<file path="src/rtl/tmds_encoder_pipe.sv">
// Pipelined N-channel TMDS encoder: control, video (DC-balanced 8b/10b), TERC4 data island and guard bands.
// Define TMDS_DISP_MON_EN to expose the per-channel running disparity on disp_mon.

module tmds_encoder_pipe #(
    parameter int NUM_CH  = 3,
    parameter int OUT_REG = 0
) (
    input  logic                 hdmi_clk,
    input  logic                 reset,
    input  logic [2:0]           mode,
    input  logic [8*NUM_CH-1:0]  data_in,
    input  logic [2*NUM_CH-1:0]  ctrl_in,
    input  logic [4*NUM_CH-1:0]  aux_in,
    output logic [10*NUM_CH-1:0] q_out
`ifdef TMDS_DISP_MON_EN
    ,
    output logic [5*NUM_CH-1:0]  disp_mon
`endif
);

    localparam logic [2:0] MODE_VIDEO     = 3'd1;
    localparam logic [2:0] MODE_VIDEO_GB  = 3'd2;
    localparam logic [2:0] MODE_ISLAND    = 3'd3;
    localparam logic [2:0] MODE_ISLAND_GB = 3'd4;

    localparam logic [9:0] RST_CODE = 10'b1101010100;
    localparam logic [9:0] GB_A     = 10'b1011001100;
    localparam logic [9:0] GB_B     = 10'b0100110011;

    function automatic logic [3:0] ones8(input logic [7:0] v);
        logic [3:0] n;
        n = 4'd0;
        for (int i = 0; i < 8; i++) begin
            n = n + {3'd0, v[i]};
        end
        return n;
    endfunction

    // Transition-minimising stage: XNOR chain for byte-heavy inputs, XOR otherwise
    function automatic logic [8:0] qm_encode(input logic [7:0] d);
        logic [3:0] n1;
        logic [8:0] qm;
        logic       use_xnor;
        n1       = ones8(d);
        use_xnor = (n1 > 4'd4) || ((n1 == 4'd4) && (d[0] == 1'b0));
        qm       = 9'd0;
        qm[0]    = d[0];
        for (int i = 1; i < 8; i++) begin
            if (use_xnor) begin
                qm[i] = ~(qm[i-1] ^ d[i]);
            end else begin
                qm[i] = qm[i-1] ^ d[i];
            end
        end
        qm[8] = ~use_xnor;
        return qm;
    endfunction

    function automatic logic [9:0] terc4(input logic [3:0] a);
        case (a)
            4'h0:    return 10'b1010011100;
            4'h1:    return 10'b1001100011;
            4'h2:    return 10'b1011100100;
            4'h3:    return 10'b1011100010;
            4'h4:    return 10'b0101110001;
            4'h5:    return 10'b0100011110;
            4'h6:    return 10'b0110001110;
            4'h7:    return 10'b0100111100;
            4'h8:    return 10'b1011001100;
            4'h9:    return 10'b0100111001;
            4'hA:    return 10'b0110011100;
            4'hB:    return 10'b1011000110;
            4'hC:    return 10'b1010001110;
            4'hD:    return 10'b1001110001;
            4'hE:    return 10'b0101100011;
            4'hF:    return 10'b1011000011;
            default: return 10'b1010011100;
        endcase
    endfunction

    function automatic logic [9:0] ctrl_code(input logic [1:0] c);
        case (c)
            2'b00:   return 10'b1101010100;
            2'b01:   return 10'b0010101011;
            2'b10:   return 10'b0101010100;
            2'b11:   return 10'b1010101011;
            default: return 10'b1101010100;
        endcase
    endfunction

    logic [NUM_CH-1:0][8:0] qm_s;
    logic [NUM_CH-1:0][3:0] n1_s;
    logic [2:0]             mode_r;
    logic [NUM_CH-1:0][1:0] ctrl_r;
    logic [NUM_CH-1:0][3:0] aux_r;
    logic [NUM_CH-1:0][8:0] qm_r;
    logic [NUM_CH-1:0][3:0] n1_r;
    logic [NUM_CH-1:0][3:0] n0_r;
    logic [NUM_CH-1:0][9:0] sym_s;
    logic [NUM_CH-1:0][4:0] cnt_nxt_s;
    logic [NUM_CH-1:0][9:0] q2_r;
    logic [NUM_CH-1:0][4:0] cnt_r;

    // Per-channel q_m and its ones count for the video path
    always_comb begin
        qm_s = '0;
        n1_s = '0;
        for (int i = 0; i < NUM_CH; i++) begin
            qm_s[i] = qm_encode(data_in[8*i +: 8]);
            n1_s[i] = ones8(qm_s[i][7:0]);
        end
    end

    // Stage 1: register mode, side-band inputs and the video q_m word
    always_ff @(posedge hdmi_clk or negedge reset) begin
        if (!reset) begin
            mode_r <= 3'd0;
            ctrl_r <= '0;
            aux_r  <= '0;
            qm_r   <= '0;
            n1_r   <= '0;
            n0_r   <= '0;
        end else begin
            mode_r <= mode;
            ctrl_r <= ctrl_in;
            aux_r  <= aux_in;
            qm_r   <= qm_s;
            n1_r   <= n1_s;
            for (int i = 0; i < NUM_CH; i++) begin
                n0_r[i] <= 4'd8 - n1_s[i];
            end
        end
    end

    // Stage 2 symbol select; disparity is two's complement and non-video periods zero it
    always_comb begin
        sym_s     = '0;
        cnt_nxt_s = '0;
        for (int i = 0; i < NUM_CH; i++) begin
            case (mode_r)
                MODE_VIDEO: begin
                    if ((cnt_r[i] == 5'd0) || (n1_r[i] == n0_r[i])) begin
                        sym_s[i] = {~qm_r[i][8], qm_r[i][8],
                                    qm_r[i][8] ? qm_r[i][7:0] : ~qm_r[i][7:0]};
                        if (qm_r[i][8]) begin
                            cnt_nxt_s[i] = cnt_r[i] + {1'b0, n1_r[i]} - {1'b0, n0_r[i]};
                        end else begin
                            cnt_nxt_s[i] = cnt_r[i] + {1'b0, n0_r[i]} - {1'b0, n1_r[i]};
                        end
                    end else if (((cnt_r[i][4] == 1'b0) && (n1_r[i] > n0_r[i])) ||
                                 ((cnt_r[i][4] == 1'b1) && (n0_r[i] > n1_r[i]))) begin
                        sym_s[i]     = {1'b1, qm_r[i][8], ~qm_r[i][7:0]};
                        cnt_nxt_s[i] = cnt_r[i] + {3'd0, qm_r[i][8], 1'b0}
                                       + {1'b0, n0_r[i]} - {1'b0, n1_r[i]};
                    end else begin
                        sym_s[i]     = {1'b0, qm_r[i][8], qm_r[i][7:0]};
                        cnt_nxt_s[i] = cnt_r[i] + {1'b0, n1_r[i]} - {1'b0, n0_r[i]}
                                       - {3'd0, ~qm_r[i][8], 1'b0};
                    end
                end
                MODE_VIDEO_GB: begin
                    if ((i % 3) == 32'sd1) begin
                        sym_s[i] = GB_B;
                    end else begin
                        sym_s[i] = GB_A;
                    end
                end
                MODE_ISLAND: begin
                    sym_s[i] = terc4(aux_r[i]);
                end
                MODE_ISLAND_GB: begin
                    if (i == 32'sd0) begin
                        sym_s[i] = terc4(aux_r[i]);
                    end else begin
                        sym_s[i] = GB_B;
                    end
                end
                default: begin
                    sym_s[i] = ctrl_code(ctrl_r[i]);
                end
            endcase
        end
    end

    // Stage 2: register symbols and running disparity
    always_ff @(posedge hdmi_clk or negedge reset) begin
        if (!reset) begin
            q2_r  <= {NUM_CH{RST_CODE}};
            cnt_r <= '0;
        end else begin
            q2_r  <= sym_s;
            cnt_r <= cnt_nxt_s;
        end
    end

    generate
        if (OUT_REG != 0) begin : g_out_reg
            logic [NUM_CH-1:0][9:0] q3_r;
            // Optional retiming stage toward the serialisers
            always_ff @(posedge hdmi_clk or negedge reset) begin
                if (!reset) begin
                    q3_r <= {NUM_CH{RST_CODE}};
                end else begin
                    q3_r <= q2_r;
                end
            end
            assign q_out = q3_r;
`ifdef TMDS_DISP_MON_EN
            logic [NUM_CH-1:0][4:0] cnt3_r;
            // Keep the disparity monitor aligned with the delayed symbols
            always_ff @(posedge hdmi_clk or negedge reset) begin
                if (!reset) begin
                    cnt3_r <= '0;
                end else begin
                    cnt3_r <= cnt_r;
                end
            end
            assign disp_mon = cnt3_r;
`endif
        end else begin : g_no_out_reg
            assign q_out = q2_r;
`ifdef TMDS_DISP_MON_EN
            assign disp_mon = cnt_r;
`endif
        end
    endgenerate

endmodule

</file>
<file path="config.mk">
export PLATFORM = sky130hd
export DESIGN_NAME = tmds_encoder_pipe
export DESIGN_NICKNAME = d
export VERILOG_FILES = /design/src/rtl/tmds_encoder_pipe.sv
export SDC_FILE = /design/constraint.sdc
export NUM_CORES = 1
export LEC_CHECK = 0
export ABC_CLOCK_PERIOD_IN_PS = 8300
export BUFFER_PORTS_ARGS = -buffer_cell sky130_fd_sc_hd__buf_4
export CAP_MARGIN = 40
export CORE_MARGIN = 2
export CORE_UTILIZATION = 50
export DETAILED_ROUTE_END_ITERATION = 7
export HOLD_SLACK_MARGIN = 0.06
export PLACE_DENSITY = 0.69
export SLEW_MARGIN = 20
export SYNTH_ARGS = -nofsm -noshare
export SYNTH_HDL_FRONTEND = slang
export SYNTH_SLANG_ARGS = --single-unit
</file>
<file path="constraint.sdc">
create_clock -name hdmi_clk -period 8.3 [get_ports hdmi_clk]
set_input_delay 0.83 -clock hdmi_clk [delete_from_list [all_inputs] [get_ports hdmi_clk]]
set_output_delay 0.83 -clock hdmi_clk [all_outputs]
set_load 0.1 [all_outputs]
</file>
==> run_results.csv <==
group,metric,value,unit
drt,vias,6548,
floorplanning,start_util,51.0,%
timing,report.final.hold_viol_count,0,
clocking,h-tree-depth,4,
drt,dr.pass1.iters,5,
finish,drive_above_1_share,14.6,%
placement,dpl.hpwl,14500,um
job,drv_cap,0,
critical_path,cpPeakStageDelay,560,ps
drt,viasPerCell,5.18,
global_route,grt_pass1_vias,6596,
critical_path,path_buf_inv,6,
clocking,worstSkewPairLatency,410,ps
drt,wl,18800,um
finish,multi_input_area,5590,sq um
critical_path,critPathTopFamily,"adder cells",
clocking,ctsResizeCount,0,
timing,slew_violations,0,
finish,final_cell_mix,"155 x inv_1, 115 x ha_1, 99 x dfrtp_1, 81 x buf_4",
finish,nets,1232,
critical_path,worst_setup_path_start_kind,"input pin",
floorplanning,core_area,18000,sq um
timing,tightestPinTransition,854,ps
timing,fmax,0.151,GHz
timing,rsz0062_at_grt,"false",
yosys,synth_cell_types,61,
critical_path,worstReg2RegStart,"qm_r[8]",
yosys,synth_flop_cell,"dfrtp_1",
floorplanning,row_count,49,
worst_hold_path,min_path_type,"in -> async",
yosys,synthArstFlopShare,100,%
timing,slew_headroom,43.1,%
outcome,status,"completed",
finish,nFillCells,1581,
floorplanning,ioPinCount,77,
critical_path,slowest_stage,"fa_1",
placement,post-place-ws,1320,ps
placement,globalplace.congestion,0.864,
critical_path,crit_chain,"buf_4, inv_2, fa_1, fa_1, fa_1, inv_1, ha_1, fa_1, nor3_1, o21ai_0, a21oi_1, xor2_1, inv_1, fa_1, xnor2_1, ha_1, fa_1, ha_1, inv_1, fa_1, inv_1, nor3_1, xor2_1",
floorplanning,die_h,140,um
clocking,cts_tree,"yes",
clocking,clock_path_buffers,2,
global_route,grt_usage,20.4,%
drt,drtIter0Drc,377,
finish,postLayoutCellArea,10600,sq um
timing,timing.final.ws_setup,1700,ps
clocking,cts_root_buffer,"clkbuf_16",
yosys,synth_cells,953,
global_route,grt_pass1_wl,32000,um
timing,finalSetupTns,0,ps
placement,postPlaceCellArea,9990,sq um
yosys,yosys_warnings,0,
yosys,syn-num-nets,1162,
clocking,cts_buffers,17,
clocking,path_clk_slew,50,ps
yosys,synth.avg_cell_area,9.64,sq um
yosys,ys_seq_elements,114,
critical_path,cp-end-kind,"flop",
global_route,grt-ovfl-total,0,
timing,finalCriticalPeriod,6600,ps
clocking,clkSinkCount,114,
finish,seq_area,2870,sq um
floorplanning,die_w,140,um
clocking,post-cts-setup-buffers,0,
critical_path,crit_arrival,6940,ps
drt,drc,0,
clocking,cts_hold_buf,0,
critical_path,cp-startpoint,"data_in[0]",
yosys,synthesis.area,9190,sq um
critical_path,crit_type,"in -> reg",
finish,final_common_cell,"inv_1",
placement,numPortBuffers,76,
global_route,antenna_found_initial,0,
critical_path,crit_fanout,4,
finish,area_growth,15.6,%
critical_path,cp.required,8640,ps
timing,finalClockSkew,6.26,ps
timing,fin_hold_ws,404,ps
drt,ant_nets,0,
yosys,synth_edf_count,0,
yosys,synth_seq_area_share,31.3,%
floorplanning,dieArea,19500,sq um
critical_path,cp_common_cell,"fa_1",
timing,fin_crit_sh,79.5,%
timing,finalSetupViolCount,0,
drt,wl_per_cell,14.9,um
finish,antenna_cells,0,
global_route,grt_max_degree,60,
[cells in the mapped netlist (all sizes together) (2+ instances only)]
cell type	n	area, sq um
inv	160	606
ha	115	1440
dfrtp	99	2480
xnor2	68	656
a21oi	62	318
o21ai	60	304
nor2	52	195
fa	47	941
xor2	44	400
nand2	41	154
clkbuf	28	105
a211oi	16	120
dfstp	15	394
nor3	13	65.1
nor2b	11	68.8
o221ai	11	96.3
mux2i	10	100
o211ai	8	60.1
a21o	7	52.6
nand3	7	35.0
a31oi	6	37.5
o22ai	6	37.5
o31ai	6	45.0
nand2b	5	31.3
a21boi	4	30.0
mux2	4	45.0
nor3b	4	30.0
o21a	4	30.0
o311ai	4	35.0
or2	4	25.0
and3	3	18.8
buf	3	15.0
maj3	3	30.0
or3	3	18.8
a32oi	2	17.5
nand3b	2	15.0
o211a	2	20.0
[worst paths after layout]
kind | cells after the start | slack, ps | to
min | 1 | 400 | aux_r[4]
max in group asynchronous | 3 | 6920 | q_out[4]
max reg2reg | 12 | 5010 | cnt_r[4]
max | 23 | 1700 | n0_r[3]
min in group hdmi_clk | 2 | 500 | q_out[22]
min reg2reg | 2 | 500 | q_out[22]
[metal layers]
metal,up-vias,track usage (%),share of wire [%]
met5,-,0,0
li1,3262,-,-
met4,0,5.00,1.4
met2,146,33.1,47
met1,3125,27.7,47
met3,15,5.13,4.8
[final cells by class]
| type | count | share of cell area [%] |
|---|---|---|
| clock buffers | 19 | 4.17 |
| repair buffers | 82 | 5.99 |
| clock inverters | 13 | 1.73 |
| multi-input cells | 648 | 52.7 |
| inverters | 160 | 5.70 |
| well taps | 229 | 2.70 |
| flip-flops and latches | 114 | 27.1 |
[state kept, by name, indices dropped and copies added (netlist names)]
signal,flops
n1_r,9
aux_r,12
n0_r,12
cnt_r,15
mode_r,3
ctrl_r,6
q_out,30
qm_r,27
[logic make-up (layout without fill, tap and decap cells)]
kind of cell,after synthesis,after routing,share of synthesized area [%]
compound gates,209,209,14.2
xor+xnor,112,112,11.5
fa+ha+maj,165,165,26.2
buf+inv,191,274,7.90
flops,114,114,31.3
mux,14,14,1.58
simple gates,148,148,7.37
[worst register-to-register path, cell delays in order, from the launching register on]
cell and delay (ps):
dfrtp_1 540, inv_1 200, fa_1 520, ha_1 190, inv_1 50, ha_1 130, inv_1 50, fa_1 380
xor2_1 160, xnor2_1 120, o21ai_1 180, o22ai_1 100, a2111oi_0 510
[stage by stage]
stage	instances	utilization, %
6_report	1265	58.9
5_1_grt	1265	58.9
4_1_cts	1265	58.9
3_5_place_dp	1233	55.4
3_3_place_gp	1231	55.2
2_1_floorplan	953	-
Power is not shown: default switching activity piles up to over one toggle a cycle in this logic, so the estimate is an artifact.
